--- config.mk ---
export PLATFORM = sky130hd
export DESIGN_NAME = dmem_arbiter
export DESIGN_NICKNAME = d
export VERILOG_FILES = /design/src/rtl/dmem_arbiter.sv
export SDC_FILE = /design/constraint.sdc
export NUM_CORES = 1
export LEC_CHECK = 0
export ABC_AREA = 1
export BUFFER_PORTS_ARGS = -buffer_cell sky130_fd_sc_hd__buf_2
export CAP_MARGIN = 40
export CORE_AREA = 5 5 114 116
export DETAILED_ROUTE_END_ITERATION = 10
export DIE_AREA = 0 0 119 121
export GPL_TIMING_DRIVEN = 1
export PLACE_DENSITY_LB_ADDON = 0.25
export SYNTH_ARGS = -nofsm -noshare
export SYNTH_HDL_FRONTEND = slang
export SYNTH_SLANG_ARGS = --single-unit
--- constraint.sdc ---
create_clock -name clk -period 2.4 [get_ports clk]
set_clock_uncertainty 0.05 [all_clocks]
set_input_delay 0.24 -clock clk [delete_from_list [all_inputs] [get_ports clk]]
set_output_delay 0.24 -clock clk [all_outputs]
set_load 0.02 [all_outputs]
--- src/rtl/dmem_arbiter.sv ---
// Data-memory arbiter between the MEM-stage CPU port and an external port, with a
// starvation guard. Optional stall statistics are enabled by defining DMEM_ARB_STATS_EN.
module dmem_arbiter #(
  parameter int MAX_WAIT  = 4,
  parameter int EXT_BURST = 2,
  parameter int WAIT_W    = 3,
  parameter int CNT_W     = 16
) (
  input  logic              clk,
  input  logic              rst,
  input  logic              cpu_req,
  input  logic              cpu_we,
  input  logic [31:0]       cpu_addr,
  input  logic [31:0]       cpu_wdata,
  output logic [31:0]       cpu_rdata,
  output logic              cpu_stall,
  input  logic              ext_req,
  input  logic              ext_we,
  input  logic [31:0]       ext_addr,
  input  logic [31:0]       ext_wdata,
  output logic              ext_gnt,
  output logic [31:0]       ext_rdata,
  output logic              ext_valid,
  output logic [31:0]       mem_addr,
  output logic [31:0]       mem_wdata,
  output logic              mem_we,
  input  logic [31:0]       mem_rdata,
  output logic              arb_state
`ifdef DMEM_ARB_STATS_EN
  , output logic [CNT_W-1:0] stall_cnt
`endif
);

  // Handshake: ext_req is held by the requester until ext_gnt is seen high in a
  // cycle; that cycle performs the access. cpu_req is retried while cpu_stall=1.

  typedef enum logic {
    S_CPU = 1'b0,
    S_EXT = 1'b1
  } state_t;

  localparam logic [WAIT_W-1:0] WAIT_SAT  = WAIT_W'(MAX_WAIT);
  localparam logic [WAIT_W:0]   WAIT_LIM  = (WAIT_W + 1)'(MAX_WAIT);
  localparam logic [WAIT_W:0]   BURST_LIM = (WAIT_W + 1)'(EXT_BURST);

  state_t              state;
  logic [WAIT_W-1:0]   wait_cnt;
  logic [WAIT_W-1:0]   burst_cnt;
  logic                cpu_gnt;
  logic                ext_denied;
  logic                ext_rd_gnt;
  logic [WAIT_W:0]     wait_inc;
  logic [WAIT_W:0]     burst_inc;

  assign arb_state = state;

  always_comb begin
    cpu_gnt   = 1'b0;
    ext_gnt   = 1'b0;
    mem_addr  = cpu_addr;
    mem_wdata = cpu_wdata;
    mem_we    = 1'b0;
    if (state == S_CPU) begin
      cpu_gnt = cpu_req;
      ext_gnt = ext_req & ~cpu_req;
    end else begin
      ext_gnt = ext_req;
      cpu_gnt = cpu_req & ~ext_req;
    end
    if (ext_gnt) begin
      mem_addr  = ext_addr;
      mem_wdata = ext_wdata;
      mem_we    = ext_we;
    end else if (cpu_gnt) begin
      mem_we = cpu_we;
    end
  end

  assign cpu_stall  = cpu_req & ~cpu_gnt;
  assign cpu_rdata  = mem_rdata;
  assign ext_denied = ext_req & ~ext_gnt;
  assign ext_rd_gnt = ext_gnt & ~ext_we;
  assign wait_inc   = {1'b0, wait_cnt} + (WAIT_W + 1)'(1);
  assign burst_inc  = {1'b0, burst_cnt} + (WAIT_W + 1)'(1);

  // The switch fires on the edge that ends the MAX_WAIT-th denied cycle, so the
  // CPU wins exactly MAX_WAIT conflicting cycles before the external burst.
  always_ff @(posedge clk or posedge rst) begin
    if (rst) begin
      state     <= S_CPU;
      wait_cnt  <= '0;
      burst_cnt <= '0;
      ext_valid <= 1'b0;
      ext_rdata <= '0;
    end else begin
      ext_valid <= ext_rd_gnt;
      if (ext_rd_gnt) ext_rdata <= mem_rdata;

      if (ext_gnt) wait_cnt <= '0;
      else if (ext_denied && wait_cnt != WAIT_SAT) wait_cnt <= wait_cnt + WAIT_W'(1);

      case (state)
        S_CPU: begin
          if (ext_denied && wait_inc >= WAIT_LIM) begin
            state     <= S_EXT;
            burst_cnt <= '0;
          end
        end
        S_EXT: begin
          if (ext_gnt) burst_cnt <= burst_cnt + WAIT_W'(1);
          if (!ext_req || burst_inc >= BURST_LIM) state <= S_CPU;
        end
        default: state <= S_CPU;
      endcase
    end
  end

`ifdef DMEM_ARB_STATS_EN
  always_ff @(posedge clk or posedge rst) begin
    if (rst) stall_cnt <= '0;
    else if (cpu_stall && stall_cnt != {CNT_W{1'b1}}) stall_cnt <= stall_cnt + CNT_W'(1);
  end
`else
  logic [CNT_W-1:0] unused_cnt_w;
  assign unused_cnt_w = '0;
`endif

endmodule
Yosys cells after proc, flatten, opt, wreduce, memory -nomap -nowiden
Cells that the tools add are included.
Storage, ports and cells
  input port bits: 166
  logic and storage cells: 45
  output and inout port bits: 133
  bits in latches: 0
  register bits after elaboration: 40
  memory bits (read-only): 0
  memories kept: 0
  memory bits (writable): 0
Operators by class
  divide/modulo/power cells: 0
  equality and inequality tests: 3
  order comparisons: 2
  multipliers: 0
  reduce and logical (&&, ||, !) cells: 6
  bitwise operators: 11
  $add $sub $neg: 4
  multiplexer cells: 14
  shift-type cells: 0
Operators with widths (number)
  $mux 32: 2
  $mux 3: 4
  $add 3x1->4 const B: 2
  $add 3x1->3 const B: 2
  $mux 1: 6
  $not 1->1: 6
  $pmux 3 s2: 1
  $and 1x1->1: 5
  $ge 4x2->1 const B: 1
  $ge 4x3->1 const B: 1
  $ne 3x3->1 const B: 1
  $logic_and 1x1->1: 2
  $ne 2x1->1 const B: 1
  $ne 2x2->1 const B: 1
  $pmux 1 s2: 1
  $reduce_and 2->1: 1
  $reduce_bool 2->1: 1
  $logic_not 1->1: 1
  $logic_or 1x1->1: 1

Logic depth before layout (Yosys ltp)
Gate-level depths: netlist (run 1).
  depth after elaboration: 8
  depth in mapped cells: 8
  depth with buffers taken out: 7

Worst setup path after synthesis (run 1)
No wires, ideal clock.
  path type: register to output
  from: reg state, in the netlist arb_state
  to: out mem_we
  stages on the path, launching flop included: 6
  arrival: 1.359 ns
  required time: 2.110 ns
  path slack: 0.751 ns
  buffers on the path: 1
  cell sequence: dfrtp_1 -> nand2_2 -> nand2_4 -> inv_2 -> buf_6 -> o21ai_0
On the way
  cells in the longest elaborated chain, start to end: 3
  elaborated cells between the ends (all ways): 4
  classes of those cells: 4 x mux
Ends and longest elaborated chain
  start: declaration: RTL line 46  | state_t state;
  start signal: assignment: RTL line 90  | state <= S_CPU;
  start signal: assignment: RTL line 105  | state <= S_EXT;
  start signal: assignment: RTL line 111  | if (!ext_req || burst_inc >= BURST_LIM) state <= S_CPU;
  $mux 1: RTL line 63  | if (state == S_CPU) begin
  $mux 1: RTL line 74  | end else if (cpu_gnt) begin
  $mux 1 (*): RTL line 70  | if (ext_gnt) begin
  end: declaration: RTL line 26  | output logic mem_we,
Mark *: on every way between the ends. The rest lies on a longest branch, timed or not.

Final worst setup path (run 1)
  from: reg state, in the netlist arb_state
  to: out mem_wdata[16]
On the way
  cells in the longest elaborated chain, start to end: 2
Ends and longest elaborated chain
  $mux 1: RTL line 63
  $mux 32: RTL line 70
  end: declaration: RTL line 25  | output logic [31:0] mem_wdata,
No other way between the ends.

==> reports/metrics.cfg, run 1 <==
[logic_synthesis]
syn-cell-area_mm2 = 0.00274
synth_seq_cells = 40
synth.top_cells.by_area = sky130_fd_sc_hd__nand2_1 42%, sky130_fd_sc_hd__dfrtp_1 37%, sky130_fd_sc_hd__buf_4 11%
postSynthAreaPerCell_um2 = 6.23
postSynthNetCount = 610
synth_warnings = 0
synth.top_cell.area_share_pct = 41.9
synthCells = 440
netlist-cell-type-count = 16
library_cell_occupying_the_most_area_in_the_post_synthesis_netlist = sky130_fd_sc_hd__nand2_1
synth.yosys.seq_area_share_pct = 36.5

[power]
power.ir.vdd_worst_uv = 326
power.density_mw_per_mm2 = 624
power_leakage_nw = 2.85

[final_layout]
drive_gt1_share_pct = 45.3
most-common-layout-cells = 306 x sky130_fd_sc_hd__nand2_1, 298 x sky130_fd_sc_hd__buf_2, 40 x sky130_fd_sc_hd__dfrtp_1, 12 x sky130_fd_sc_hd__inv_1, 8 x sky130_fd_sc_hd__nor2_1
final_design_area_no_fill_mm2 = 0.00428
layout.core_utilization_pct = 36.3
finish.net_count = 867
flow.area_growth_from_synthesis_pct = 56.3
layout_commonest_cell = sky130_fd_sc_hd__nand2_1

[timing]
final_worst_path_period_share_pct = 89.2
grt_setup_unrepaired = false
max_freq_mhz = 467
slew_violations = 0
hold_viol_final = 0
fin_hold_ws_ps = 20.2
max_transition_margin_pct = 63.3
timing.final.ws_setup_ps = 259
finalSetupViolCount = 0
max_slew.worst_pin.slew_ps = 550
final.min_clock_period_ps = 2140
setup_tns_ps = 0

[floorplanning]
floorplan.core_area_mm2 = 0.0118
die_footprint_mm2 = 0.0144
io_pins = 299
die_width_um = 119
core.rowCount = 40
initial_util_pct = 23.2
floorplan.die.height_um = 121

[clock_tree]
h-tree-depth = 2
insertion_delay_ps = 270
ctsLongestPathBuffers = 2
cts-buffers-inserted = 5
post_cts_resized = 0
path_clk_slew_ps = 60
cts.sinks = 40
cts_setup_buffers = 0
postCtsHoldBufs = 0
cts-root-buf = sky130_fd_sc_hd__clkbuf_16
tritoncts = done

[setup_path]
cp.buffers_inverters = 3
reg2reg_to = ext_rdata[21]
reg2reg_slack_ps = 700
critical_path_peak_fanout = 46
path_cells = nand2_2, nand2_4, inv_2, buf_12, nand2_1, nand2_1, buf_2
max_stage_delay_ps = 390
timing.reg2reg.worst_path_depth = 7
critPathLaunchType = register
worstPathRequired_ps = 2110
setup.worst_path.class = reg -> out
end_kind = primary output
crit_top_cell = sky130_fd_sc_hd__nand2_1
path_depth = 7
critPathArrivalTime_ps = 1850
r2r-start = arb_state
critical-path-top-delay-family = buffers and inverters
cpMaxStageDelayCell = sky130_fd_sc_hd__dfrtp_1

[min_path]
worstHoldPathType = in -> async

[global_routing]
grt_first_pass_wirelength_mm = 17.3
via_count_of_the_first_global_routing_pass = 3267
grt.total_usage_pct = 14.6
grt_max_degree = 68
grt-ovfl-total = 0
antenna_found_initial = 0

[placement]
numPortBuffers = 298
globalplace.congestion = 0.835
detailed_place_hpwl_mm = 9.03
post_dp_cell_area_mm2 = 0.00410
placement.setup.worst_slack_ps = 534

[detailed_routing]
vias_per_cell = 4.05
first_pass_detailed_route_iteration_total = 4
route.vias.total = 3430
detail_route.wl_per_cell_um = 13.3
antenna_left = 0
dr.first_iter.drc_count = 247
postRouteWirelength_mm = 11.2
remaining_drc_errors = 0

[flow_run]
drv_cap = 0

[status]
outcome = finished, final reports clean

[cell usage after synthesis]
library cell and count:
sky130_fd_sc_hd__a21oi_1 2, sky130_fd_sc_hd__buf_2 11, sky130_fd_sc_hd__buf_4 40, sky130_fd_sc_hd__buf_6 1, sky130_fd_sc_hd__dfrtp_1 40, sky130_fd_sc_hd__ha_1 4
sky130_fd_sc_hd__inv_1 12, sky130_fd_sc_hd__inv_2 2, sky130_fd_sc_hd__nand2_1 306, sky130_fd_sc_hd__nand2_2 2, sky130_fd_sc_hd__nand2_4 1, sky130_fd_sc_hd__nand3_1 6
sky130_fd_sc_hd__nand4_1 1, sky130_fd_sc_hd__nor2_1 8, sky130_fd_sc_hd__o21ai_0 3, sky130_fd_sc_hd__or2_2 1
[power by group]
group / internal, mW / total (mW) / switching, mW / leakage, nW
registers: 0.790 / 0.860 / 0.0698 / 0.507
clock network: 0.521 / 0.785 / 0.265 / 0.0871
logic: 0.370 / 1.03 / 0.658 / 2.25
[worst max path at each step]
stage	startpoint	end	slack, ps
floorplan	arb_state	mem_we	750
global placement	arb_state	mem_wdata[16]	570
detailed placement	arb_state	mem_wdata[16]	530
CTS	arb_state	mem_wdata[16]	220
global route	arb_state	mem_wdata[16]	120
finish	arb_state	mem_wdata[16]	260
[routing by layer]
layer	track usage [%]	part of all wire, %
met5	0	0
met4	3.19	0.73
met3	3.40	9.4
met2	24.9	49
met1	18.9	41
[tightest hold or removal path: stages]
cell and delay [ps]:
sky130_fd_sc_hd__buf_2 90, sky130_fd_sc_hd__inv_1 40, sky130_fd_sc_hd__buf_4 420
[cells by family after synthesis]
family	Yosys count	share of synthesized area, %
and+or+nand+nor	325	45.4
DFF	40	36.5
adders and majority gates	4	1.83
AOI/OAI and AO/OA	5	0.913
buffers and inverters	66	15.3
[flip-flops by register name (all words and copies together) (netlist names)]
name	count
ext_valid	1
arb_state	1
ext_rdata	32
wait_cnt	3
burst_cnt	3
[metrics by stage]
| step | std cells | power, mW |
|---|---|---|
| after floorplan | 440 | 1.50 |
| after global placement | 837 | 1.91 |
| after detailed placement | 837 | 1.91 |
| after CTS | 845 | 2.72 |
| after global routing | 845 | 2.86 |
| final | 846 | 2.67 |
[layout make-up]
cell class	instances	area (µm²)
antenna	1	2.50
clock buffer	6	139
clock inverter	2	38.8
fill	1339	7530
inverter	14	52.6
multi-input combinational	334	1320
sequential	40	1000
tap	147	184
timing repair buffer	302	1550
No activity file was read; power rests on OpenSTA's default activity.
==> run 2: changes to the inputs <==
PLACE_DENSITY = 0.56   (was not set)
PLACE_DENSITY_LB_ADDON = not set   (was 0.25)
SLEW_MARGIN = 0   (was not set)
==> run 2 against run 1 <==
Die area unchanged. Via count rose by 2.1%. Total power shrank 3.5%. Count of clock-buffer cells in the layout up 1. Clock power is 13% lower. Wire length up 13%. Hold slack worse by 0.97 ps. Design area fell by 0.53%. Core utilization is 0.19 points lower. Non-clock buffer count increased by 1. Critical path depth unchanged. Critical path type unchanged. Largest power group unchanged.
==> reports/metrics.cfg, run 2 (synthesis gave the netlist of run 1 again) <==
[final_layout]
filler_cell_count_in_the_final_layout = 1379
finish.net_count = 868
multi_input_comb_area_mm2 = 0.00132
ff_latch_area_mm2 = 0.00100
most-common-layout-cells = 306 x sky130_fd_sc_hd__nand2_1, 298 x sky130_fd_sc_hd__buf_2, 40 x sky130_fd_sc_hd__dfrtp_1, 12 x sky130_fd_sc_hd__inv_1, 8 x sky130_fd_sc_hd__nor2_1
top_register_by_number_of_flip_flops = ext_rdata
final_design_area_no_fill_mm2 = 0.00426
drive_gt1_share_pct = 45.2
layout_commonest_cell = sky130_fd_sc_hd__nand2_1
largest_reg_flops = 32
layout_top_registers = ext_rdata x32, burst_cnt x3, wait_cnt x3
flow.area_growth_from_synthesis_pct = 55.5

[timing]
max_slew.worst_pin.slew_ps = 553
finalSetupViolCount = 0
max_transition_margin_pct = 63.1
slew_violations = 0
grt_setup_unrepaired = false
setup_tns_ps = 0
final.min_clock_period_ps = 2230
max_freq_mhz = 449
hold_viol_final = 0
final_worst_path_period_share_pct = 92.8

[detailed_routing]
antenna_left = 0
route.vias.total = 3501
dr.max_layer_used = met5
wl_met1_mm = 5.16
vias_per_cell = 4.12
first_pass_detailed_route_iteration_total = 4
postRouteWirelength_mm = 12.7
met3RoutedLength_mm = 1.30
met2WireLength_mm = 6.06
dr.first_iter.drc_count = 169
detail_route.wl_per_cell_um = 14.9
remaining_drc_errors = 0

[clock_tree]
cts_setup_buffers = 0
post_cts_resized = 0
ctsLongestPathBuffers = 2
cts-buffers-inserted = 5
cts.sinks = 40
insertion_delay_ps = 280
h-tree-depth = 2
cts-root-buf = sky130_fd_sc_hd__clkbuf_16
postCtsHoldBufs = 0
path_clk_slew_ps = 60
tritoncts = done

[floorplanning]
floorplan.die.height_um = 121
core.rowCount = 40
initial_util_pct = 23.2
die_footprint_mm2 = 0.0144
io_pins = 299
floorplan.core_area_mm2 = 0.0118
die_width_um = 119

[flow_run]
drv_cap = 0

[global_routing]
grt-ovfl-total = 0
antenna_found_initial = 3
grt_first_pass_wirelength_mm = 18.7
via_count_of_the_first_global_routing_pass = 3326
grt.total_usage_pct = 16.5
grt_max_degree = 48

[power]
clock_power_share_pct = 26.3
sequentialPowerShare_pct = 33.5
power.ir.vdd_worst_uv = 367
power.density_mw_per_mm2 = 605
internal-power_mw = 1.57
switching_share_of_power_pct = 39.0
power.combinational.fraction_pct = 40.1
power_leakage_nw = 2.83
power.net_switching_mw = 1.01

[placement]
detailed_place_hpwl_mm = 10.5
post_dp_cell_area_mm2 = 0.00410
numPortBuffers = 298
globalplace.congestion = 0.866

[setup_path]
setup.worst_path.class = reg -> out
end_kind = primary output
critical_path_peak_fanout = 47
critPathLaunchType = register
critPathArrivalTime_ps = 1940
worstPathRequired_ps = 2110

[min_path]
worstHoldPathType = in -> async

[status]
outcome = finished, final reports clean

run 2: cell count changes in the layout (fill, tap and decap cells not counted), sizes merged:
| cell | previous run | this run |
|---|---|---|
| diode | 1 | 4 |
| buf | 302 | 303 |
| bufinv | 1 | 0 |
| clkbuf | 6 | 7 |
| clkinv | 1 | 0 |
| clkinvlp | 0 | 1 |
run 2: worst paths after layout:
path                          startpoint            end  slack, ps  cells past startpoint
max                            arb_state   mem_addr[25]        170                      7
min                                  rst   ext_rdata[8]         20                      3
max reg2reg                    arb_state  ext_rdata[26]        720                      6
min reg2reg                ext_rdata[18]  ext_rdata[18]        420                      2
max in group asynchronous            rst    wait_cnt[0]       1910                      3
min in group clk           mem_rdata[16]  ext_rdata[16]        110                      3
run 2: routing by layer:
metal / GRT usage [%] / vias to the layer above
met5: 0 / -
met3: 5.27 / 9
met2: 27.1 / 178
met1: 20.8 / 1515
met4: 4.34 / 2
li1: - / 1797
run 2: metrics by stage:
step                      cells  power (mW)  utilization (%)  hold slack, ps  setup WS (ps)
after floorplan             440        1.50                -             300            751
after global placement      838        1.92             34.7             357            402
after detailed placement    838        1.92             34.7             357            355
after CTS                   846        2.63             36.0            49.3           49.5
after global routing        848        2.75             36.0            83.7           33.6
final                       850        2.58             36.1            19.2            173
run 2: worst max-delay path, stage by stage, from the launching register on:
cell and delay [ps]:
sky130_fd_sc_hd__dfrtp_1 400, sky130_fd_sc_hd__nand2_2 170, sky130_fd_sc_hd__nand2_4 200, sky130_fd_sc_hd__inv_4 240, sky130_fd_sc_hd__buf_12 250, sky130_fd_sc_hd__nand2_1 80
sky130_fd_sc_hd__nand2_1 120, sky130_fd_sc_hd__buf_2 190
run 2: cell type report:
class                           count  area share, %
Timing Repair Buffer              303           36.2
Inverter                           14           1.29
Sequential cell                    40           23.5
Tap cell                          147           4.32
Clock buffer                        7           3.35
Clock inverter                      1          0.176
Antenna cell                        4          0.235
Multi-Input combinational cell    334           31.0
run 2: power groups by stage:
stage | clock network, mW | logic, mW | registers (mW)
6_report | 0.680 | 1.03 | 0.865
3_5_place_dp | 0 | 1.05 | 0.870
2_1_floorplan | 0 | 0.510 | 0.992
5_1_grt | 0.736 | 1.14 | 0.879
3_3_place_gp | 0 | 1.05 | 0.875
4_1_cts | 0.709 | 1.05 | 0.866
